`src/rtl/conv_seq_pkg.sv`:
```
// Shared types and helpers for the conv frame sequencer.
package conv_seq_pkg;

  typedef enum logic [1:0] {IDLE, ISSUE, FLUSH, DRAIN} seq_state_t;

  typedef logic [15:0] pixel_t;

  // Pixels per square frame.
  function automatic int unsigned pix_n(input int unsigned img_size);
    return img_size * img_size;
  endfunction

endpackage

```
`src/rtl/conv_seq_vld_delay.sv`:
```
// Read-strobe delay line matching the pixel buffer read latency.
module conv_seq_vld_delay #(
  parameter int unsigned Depth = 2
) (
  input  logic clk_i,
  input  logic rst_ni,
  input  logic vld_i,
  output logic vld_o
);

  logic [Depth-1:0] sr_q, sr_d;

  // Shift the strobe one stage per cycle.
  always_comb begin
    sr_d    = sr_q;
    sr_d[0] = vld_i;
    for (int i = 1; i < Depth; i++) begin
      sr_d[i] = sr_q[i-1];
    end
  end

  // Shift register state, cleared by synchronous reset.
  always_ff @(posedge clk_i) begin
    if (!rst_ni) begin
      sr_q <= '0;
    end else begin
      sr_q <= sr_d;
    end
  end

  assign vld_o = sr_q[Depth-1];

endmodule

```
`src/rtl/conv_frame_sequencer.sv`:
```
// Frame sequencer: issues N gap-free buffer reads per frame, forwards the pixels to the
// windower and counts conv outputs for completion and protocol errors.
// Optional build macro CONV_SEQ_B2B_EN enables back-to-back frames (start accepted in DRAIN).
module conv_frame_sequencer
  import conv_seq_pkg::*;
#(
  parameter int unsigned IMG_SIZE = 32,
  parameter int unsigned CH_IN    = 3,
  parameter int unsigned ADDR_W   = 10,
  parameter int unsigned RD_LAT   = 2
) (
  input  logic                    clk_i,
  input  logic                    rst_ni,
  input  logic                    start_i,
  input  logic [ADDR_W-1:0]       frame_base_i,
  output logic                    busy_o,
  output logic                    done_o,
  output logic                    frame_err_o,
  output logic                    rd_en_o,
  output logic [ADDR_W-1:0]       rd_addr_o,
  input  logic [CH_IN*16-1:0]     rd_data_i,
  output logic                    conv_vld_o,
  output logic [CH_IN-1:0][15:0]  conv_in_o,
  input  logic                    conv_vld_out_i
);

  localparam int unsigned N    = pix_n(IMG_SIZE);
  localparam int unsigned IdxW = (N > 1) ? $clog2(N) : 1;
  localparam int unsigned CntW = $clog2(N + 1);
  localparam int unsigned FlW  = $clog2(RD_LAT + 1);

  localparam logic [IdxW-1:0] LastIdx = IdxW'(N - 1);
  localparam logic [CntW-1:0] CntMax  = CntW'(N);
  localparam logic [CntW-1:0] CntLast = CntW'(N - 1);
  localparam logic [FlW-1:0]  FlLast  = FlW'(RD_LAT);

  seq_state_t          state_q, state_d;
  logic [ADDR_W-1:0]   base_q, base_d;
  logic [IdxW-1:0]     rd_idx_q, rd_idx_d;
  logic [FlW-1:0]      fl_cnt_q, fl_cnt_d;
  logic [CntW-1:0]     out_cnt_q, out_cnt_d;
  logic                err_q, err_d;
  logic                accept, done;
  logic                vld_dly, conv_vld_q;
  pixel_t [CH_IN-1:0]  conv_in_q;
`ifdef CONV_SEQ_B2B_EN
  logic [1:0]          pend_q, pend_d;
`endif

  // Output counting, error detection and FSM next state.
  always_comb begin
    state_d   = state_q;
    base_d    = base_q;
    rd_idx_d  = rd_idx_q;
    fl_cnt_d  = fl_cnt_q;
    out_cnt_d = out_cnt_q;
    err_d     = err_q;
    done      = 1'b0;
    accept    = 1'b0;
`ifdef CONV_SEQ_B2B_EN
    // Counter wraps per frame; outputs with no frame in flight are errors.
    if (conv_vld_out_i) begin
      if (pend_q == 2'd0) begin
        err_d = 1'b1;
      end else if (out_cnt_q == CntLast) begin
        out_cnt_d = '0;
        done      = 1'b1;
      end else begin
        out_cnt_d = out_cnt_q + CntW'(1);
      end
    end
    accept = start_i && ((state_q == IDLE) || ((state_q == DRAIN) && (pend_q != 2'd2)));
    pend_d = pend_q + {1'b0, accept} - {1'b0, done};
`else
    // Counter saturates at N; a further output is an overrun.
    if (conv_vld_out_i) begin
      if ((state_q == IDLE) || (out_cnt_q == CntMax)) begin
        err_d = 1'b1;
      end else begin
        out_cnt_d = out_cnt_q + CntW'(1);
      end
    end
    accept = start_i && (state_q == IDLE);
    done   = (state_q == DRAIN) && (out_cnt_d == CntMax);
`endif
    unique case (state_q)
      IDLE: begin
        if (accept) begin
          base_d    = frame_base_i;
          rd_idx_d  = '0;
          out_cnt_d = '0;
          state_d   = ISSUE;
        end
      end
      ISSUE: begin
        rd_idx_d = rd_idx_q + IdxW'(1);
        if (rd_idx_q == LastIdx) begin
          fl_cnt_d = '0;
          state_d  = FLUSH;
        end
      end
      FLUSH: begin
        // Hold off until the last read has come out of conv_vld.
        fl_cnt_d = fl_cnt_q + FlW'(1);
        if (fl_cnt_q == FlLast) begin
          state_d = DRAIN;
        end
      end
      DRAIN: begin
`ifdef CONV_SEQ_B2B_EN
        if (accept) begin
          base_d   = frame_base_i;
          rd_idx_d = '0;
          state_d  = ISSUE;
        end else if (pend_d == 2'd0) begin
          state_d = IDLE;
        end
`else
        if (done) begin
          state_d = IDLE;
        end
`endif
      end
      default: state_d = IDLE;
    endcase
  end

  // Control state registers.
  always_ff @(posedge clk_i) begin
    if (!rst_ni) begin
      state_q   <= IDLE;
      base_q    <= '0;
      rd_idx_q  <= '0;
      fl_cnt_q  <= '0;
      out_cnt_q <= '0;
      err_q     <= 1'b0;
`ifdef CONV_SEQ_B2B_EN
      pend_q    <= 2'd0;
`endif
    end else begin
      state_q   <= state_d;
      base_q    <= base_d;
      rd_idx_q  <= rd_idx_d;
      fl_cnt_q  <= fl_cnt_d;
      out_cnt_q <= out_cnt_d;
      err_q     <= err_d;
`ifdef CONV_SEQ_B2B_EN
      pend_q    <= pend_d;
`endif
    end
  end

  conv_seq_vld_delay #(
    .Depth (RD_LAT)
  ) u_vld_delay (
    .clk_i  (clk_i),
    .rst_ni (rst_ni),
    .vld_i  (rd_en_o),
    .vld_o  (vld_dly)
  );

  // Register buffer data the cycle its read strobe emerges from the delay line.
  always_ff @(posedge clk_i) begin
    if (!rst_ni) begin
      conv_vld_q <= 1'b0;
      conv_in_q  <= '0;
    end else begin
      conv_vld_q <= vld_dly;
      if (vld_dly) begin
        conv_in_q <= rd_data_i;
      end
    end
  end

  assign busy_o      = (state_q != IDLE);
  assign rd_en_o     = (state_q == ISSUE);
  assign rd_addr_o   = rd_en_o ? (base_q + ADDR_W'(rd_idx_q)) : '0;
  assign done_o      = done;
  assign frame_err_o = err_q;
  assign conv_vld_o  = conv_vld_q;
  assign conv_in_o   = conv_in_q;

endmodule

```
`config.mk`:
```
export PLATFORM = sky130hd
export DESIGN_NAME = conv_frame_sequencer
export DESIGN_NICKNAME = d
export VERILOG_FILES = /design/src/rtl/conv_seq_pkg.sv /design/src/rtl/conv_seq_vld_delay.sv /design/src/rtl/conv_frame_sequencer.sv
export SDC_FILE = /design/constraint.sdc
export NUM_CORES = 1
export LEC_CHECK = 0
export ABC_AREA = 0
export CORE_MARGIN = 5
export CORE_UTILIZATION = 59
export DETAILED_ROUTE_END_ITERATION = 16
export DONT_BUFFER_PORTS = 1
export HOLD_SLACK_MARGIN = 0.12
export MAX_ROUTING_LAYER = met4
export PLACE_DENSITY = 0.75
export SKIP_CTS_REPAIR_TIMING = 1
export SLEW_MARGIN = 20
export SYNTH_ARGS = -nofsm -noshare
export SYNTH_HDL_FRONTEND = slang
export SYNTH_SLANG_ARGS = --single-unit
export TNS_END_PERCENT = 10
```
`constraint.sdc`:
```
create_clock -name clk_i -period 3.25 [get_ports clk_i]
set_clock_uncertainty 0.05 [all_clocks]
set_input_delay 0.4875 -clock clk_i [delete_from_list [all_inputs] [get_ports clk_i]]
set_output_delay 0.4875 -clock clk_i [all_outputs]
set_load 0.02 [all_outputs]
```
== After elaboration in Yosys (flattened, before gate mapping) ==
Index checks and enable logic that the tools add are counted.

* Input bits: 62
* Memories: 0
* ROM bits: 0
* Bits in latches: 0
* Logic and storage cells: 52
* Output and inout bits: 63
* Register bits: 87
* RAM bits: 0

* Bitwise logic cells: 0
* Equality and inequality tests: 11
* Magnitude comparators: 0
* Multiply operators: 0
* $add $sub $neg: 4
* Div/mod/pow operators: 0
* Mux-type cells: 14
* Reduce and logical (&&, ||, !) cells: 12
* Shift-type cells: 0

{| class="wikitable"
|+ Operator list
! kind !! number
|-
| two-way mux 11 bit || 4
|-
| equality test 11 bit, second input constant || 2
|-
| two-way mux 10 bit || 2
|-
| one-hot mux 10 bit (2 select lines) || 1
|-
| adder 11 x 1 -> 11 bit, second input constant || 1
|-
| adder 10 x 1 -> 10 bit, second input constant || 1
|-
| adder 10 bit || 1
|-
| equality test 10 bit, second input constant || 1
|-
| two-way mux 2 bit || 5
|-
| one-hot mux 2 bit (4 select lines) || 1
|-
| AND reduction 2 bit || 4
|-
| equality test 2 bit, second input constant || 3
|-
| inequality test 2 bit, second input constant || 3
|-
| nonzero test 2 bit || 3
|-
| one-hot mux 2 bit (2 select lines) || 1
|-
| AND reduction 4 bit || 1
|-
| adder 2 x 1 -> 2 bit, second input constant || 1
|-
| equality test 2 x 1 -> 1 bit, second input constant || 1
|-
| logical AND 1 bit || 2
|-
| zero test 2 bit || 1
|-
| inequality test 2 x 1 -> 1 bit, second input constant || 1
|-
| logical OR 1 bit || 1
|}

== Logic depth before layout (Yosys ltp) ==
* Depth after elaboration: 8
* Depth in mapped cells: 8
* Mapped depth without buffers: 8

== Hierarchy ==
Synthesis repeated with hierarchy kept, for this count alone.

* Cells, all modules: 429
* Area total of the unflattened synthesis: 4127.7 um2

{| class="wikitable"
|+ Modules (own cells, without submodules)
! module !! cells each !! area an instance (um2) !! times used !! seq. area each (um2)
|-
| conv_frame_sequencer || 425 || 4075.2 || 1 || 1701.6
|-
| conv_seq_vld_delay || 4 || 52.6 || 1 || 40.0
|}

== Least setup slack after synthesis ==
Ideal clock, no wire load.

* Path type: register to output
* From: register rd_idx_q[1]
* To: output port rd_addr_o[9]
* Stages on the path, launching flop included: 8
* Arrival time: 2.125 ns
* Setup slack: 0.587 ns
* Path buffers: 0
* Cell sequence: dfxtp_1 > ha_1 > a21o_1 > a21oi_1 > o21bai_1 > a2111oi_0 > nor4_1 > nor3_1

* Word-level cells in the longest chain between the ends: 2

{| class="wikitable"
|+ Ends and longest elaborated chain
! item !! RTL line !! source
|-
| start, declared || conv_frame_sequencer.sv:39 || <nowiki>logic [IdxW-1:0] rd_idx_q, rd_idx_d;</nowiki>
|-
| start signal, assigned || conv_frame_sequencer.sv:143 || <nowiki>rd_idx_q <= rd_idx_d;</nowiki>
|-
| adder 10 bit || conv_frame_sequencer.sv:177 || <nowiki>assign rd_addr_o = rd_en_o ? (base_q + ADDR_W'(rd_idx_q)) : '0;</nowiki>
|-
| two-way mux 10 bit || conv_frame_sequencer.sv:177 ||
|-
| end, declared || conv_frame_sequencer.sv:20 || <nowiki>output logic [ADDR_W-1:0] rd_addr_o,</nowiki>
|}

Every way passes these cells.

== Worst setup path after layout ==
* From: register state_q[0]
* To: output port done_o

* Word-level cells in the longest chain between the ends: 6
* Elaborated cells between the ends (all ways): 7

{| class="wikitable"
|+ Ends and longest elaborated chain
! item !! RTL line !! source
|-
| start, declared || conv_frame_sequencer.sv:37 || <nowiki>seq_state_t state_q, state_d;</nowiki>
|-
| start signal, assigned || conv_frame_sequencer.sv:141 || <nowiki>state_q <= state_d;</nowiki>
|-
| zero test 2 bit || conv_frame_sequencer.sv:77 || <nowiki>if ((state_q == IDLE) || (out_cnt_q == CntMax)) begin</nowiki>
|-
| logical OR 1 bit || conv_frame_sequencer.sv:77 ||
|-
| two-way mux 11 bit || conv_frame_sequencer.sv:77 ||
|-
| two-way mux 11 bit || conv_frame_sequencer.sv:76 || <nowiki>if (conv_vld_out_i) begin</nowiki>
|-
| equality test 11 bit || conv_frame_sequencer.sv:84 || <nowiki>done = (state_q == DRAIN) && (out_cnt_d == CntMax);</nowiki>
|-
| logical AND 1 bit (*) || conv_frame_sequencer.sv:84 ||
|-
| end, declared || conv_frame_sequencer.sv:17 || <nowiki>output logic done_o,</nowiki>
|}

Mark *: on every way between the ends. The rest lies on a longest branch, timed or not.

==> results.sh <==
export IMPL_cts_max_level=3
export IMPL_regArea_um2=1740
export IMPL_crit_arrival_ns=2.40
export IMPL_routabilityCongestion=0.838
export IMPL_synthTopCellsByArea="dfxtp_1 (42%), mux2i_1 (13%), nor2b_1 (7.5%)"
export IMPL_initial_core_util=0.608
export IMPL_p_leak_nw=1.59
export IMPL_drc=0
export IMPL_use_met1=0.218
export IMPL_synth_area_per_cell_um2=9.57
export IMPL_synth_top_area_frac=0.419
export IMPL_reg2reg_from="state_q[0]$_SDFFE_PN0P_"
export IMPL_ios=125
export IMPL_fp_row_count=30
export IMPL_ctsLongestPathBuffers=2
export IMPL_rr_endpoint="rd_idx_q[7]$_SDFFE_PN0P_"
export IMPL_finalMaxSlewViolations=0
export IMPL_finalHoldViolations=0
export IMPL_area_delta_synth_final_pct=6.15
export IMPL_synth_top_area_cell="dfxtp_1"
export IMPL_critPathCaptureType="output port"
export IMPL_required_ns=2.71
export IMPL_setup_viol=0
export IMPL_die_h_um=93.9
export IMPL_fin_crit_sh=0.905
export IMPL_coreArea_um2=6830
export IMPL_crit_path_start_kind="register"
export IMPL_crit_end="done_o"
export IMPL_r2r_cells=8
export IMPL_dp_hpwl_um=5960
export IMPL_holdCritPathClass="in2reg"
export IMPL_async_flop_share=0
export IMPL_synth_edf_count=0
export IMPL_cp_startpoint="state_q[0]$_SDFFE_PN0P_"
export IMPL_p_per_area_nw_per_um2=590
export IMPL_fmax_ghz=0.340
export IMPL_diodes=0
export IMPL_yosysMostFrequentCell="dfxtp_1"
export IMPL_path_clk_slew_ns=0.10
export IMPL_drt_total_wl_um=8190
export IMPL_dr_pass1_iters=7
export IMPL_min_period_ns=2.94
export IMPL_critPathKind="reg2out"
export IMPL_cp_max_fo=7
export IMPL_synth_common_cells="dfxtp_1 (87), mux2i_1 (53), nor2b_1 (50), nand2_1 (40), nor2_1 (35)"
export IMPL_wl_per_cell_um=15.4
export IMPL_layout_nets=510
export IMPL_synth_flop_cell="dfxtp_1"
export IMPL_ys_ff_latch=87
export IMPL_die_w_um=93.9
export IMPL_root_buffer="clkbuf_8"
export IMPL_ys_seq_area_frac=0.419
export IMPL_slew_headroom=0.504
export IMPL_avgViaCountPerCell=5.31
export IMPL_io_buffers=0
export IMPL_synthCells=434
export IMPL_max_cap_viol_count=0
export IMPL_first_global_vias=2839
export IMPL_total_power_w=0.00260
export IMPL_cts_tree="yes"
export IMPL_max_slew_worst_pin_slew_ns=0.744
export IMPL_synth_cell_type_count=57
export IMPL_track_usage=0.186
export IMPL_r2r_setup_slack_ns=0.92
export IMPL_fillers=610
export IMPL_setup_tns_ns=0
export IMPL_clock_latency_ns=0.35
export IMPL_overflow=0
export IMPL_cts_buffers=9
export IMPL_drt_iter0_markers=71
export IMPL_grtUsageMet3=0.0409
export IMPL_status="finished clean"
export IMPL_die_area_um2=8820
export IMPL_antenna_found_initial=0
export IMPL_grt_max_degree=73
export IMPL_multi_input_area_um2=2300
export IMPL_grt_pass1_wl_um=12800
export IMPL_drive_gt1_frac=0.0968
export IMPL_antenna_left=0
export IMPL_synth_nets=515
export IMPL_max_vdd_ir_drop_v=0.000321
export IMPL_top_usage_layer="met2"
export IMPL_rsz0062_at_grt="no"
export IMPL_vias=2816
export IMPL_cts_sinks=87
export IMPL_syn_area_um2=4150
export IMPL_yosys_warnings=0
export IMPL_use_met2=0.308
layout by cell type, fill, tap and decap left out, types with 5 or more instances in the layout:
cell type,n
xnor2_1,16
inv_1,12
mux2i_1,53
clkbuf_8,9
xor2_1,9
nand2_1,40
nor2_1,35
and2_1,11
ha_1,18
nor2b_1,50
a21boi_0,10
nor3_1,5
a21oi_1,10
o21ai_0,6
dfxtp_1,86
sequential cells by signal, indices dropped and copies added (netlist names):
register	flops
out_cnt_q	11
rd_idx_q	10
frame_err_o	1
u_vld_delay.sr_q	2
conv_vld_o	1
state_q	2
fl_cnt_q	2
base_q	10
conv_in_o	48
power by group:
| part | switching [W] | leakage, nW | total [W] | internal [W] |
|---|---|---|---|---|
| clock network | 0.000403 | 0.0890 | 0.000693 | 0.000290 |
| logic | 0.000374 | 0.796 | 0.000620 | 0.000246 |
| registers | 0.000131 | 0.705 | 0.00129 | 0.00116 |
layout make-up:
type,count,share of cell area
Tap cell,96,0.0272
Multi-Input combinational cell,316,0.521
Timing Repair Buffer,3,0.00511
Inverter,12,0.0102
Sequential cell,87,0.395
Clock buffer,10,0.0290
Clock inverter,6,0.0122
how the worst min path moves through the flow:
| stage | from | end | slack, ns | depth (start not counted) |
|---|---|---|---|---|
| 2_1_floorplan | u_vld_delay.sr_q[0]$_SDFF_PN0_ | u_vld_delay.sr_q[1]$_SDFF_PN0_ | 0.36 | 1 |
| 3_3_place_gp | u_vld_delay.sr_q[0]$_SDFF_PN0_ | u_vld_delay.sr_q[1]$_SDFF_PN0_ | 0.36 | 1 |
| 3_5_place_dp | u_vld_delay.sr_q[0]$_SDFF_PN0_ | u_vld_delay.sr_q[1]$_SDFF_PN0_ | 0.37 | 1 |
| 4_1_cts | rst_ni | conv_vld_o$_SDFF_PN0_ | 0.19 | 1 |
| 5_1_grt | rst_ni | conv_vld_o$_SDFF_PN0_ | 0.19 | 1 |
| 6_report | rst_ni | conv_vld_o$_SDFF_PN0_ | 0.21 | 1 |
per-layer routing:
metal / vias up / wire (um)
li1: 1445 / -
met1: 1273 / 3500
met2: 84 / 4050
met3: 14 / 466
met4: 0 / 162
met5: - / 0
stage by stage:
| stage | cell area [um2] | setup slack [ns] | util | hold WS [ns] | cells |
|---|---|---|---|---|---|
| final | 4410 | 0.309 | 0.645 | 0.209 | 530 |
| after global routing | 4410 | 0.0539 | 0.645 | 0.187 | 530 |
| after CTS | 4400 | 0.166 | 0.644 | 0.194 | 530 |
| after detailed placement | 4220 | 0.579 | 0.618 | 0.369 | 514 |
| after global placement | 4220 | 0.640 | 0.618 | 0.364 | 514 |
| after floorplan | 4150 | 0.587 | - | 0.362 | 434 |
cell families after synthesis:
kind of cell    after synthesis  synth area share
xor+xnor                     25            0.0527
simple gates                174             0.236
buf+inv                      31            0.0292
compound gates               44            0.0726
fa+ha+maj                    19            0.0591
flops                        87             0.419
mux                          54             0.131
critical path: stages, from the launching register on:
cell	delay (ns)
dfxtp_1	0.40
inv_1	0.10
ha_1	0.29
nand2b_4	0.19
nor4_2	0.41
mux2i_1	0.18
nor3b_1	0.19
and3_1	0.29
Power figures use the tool's default switching activity.
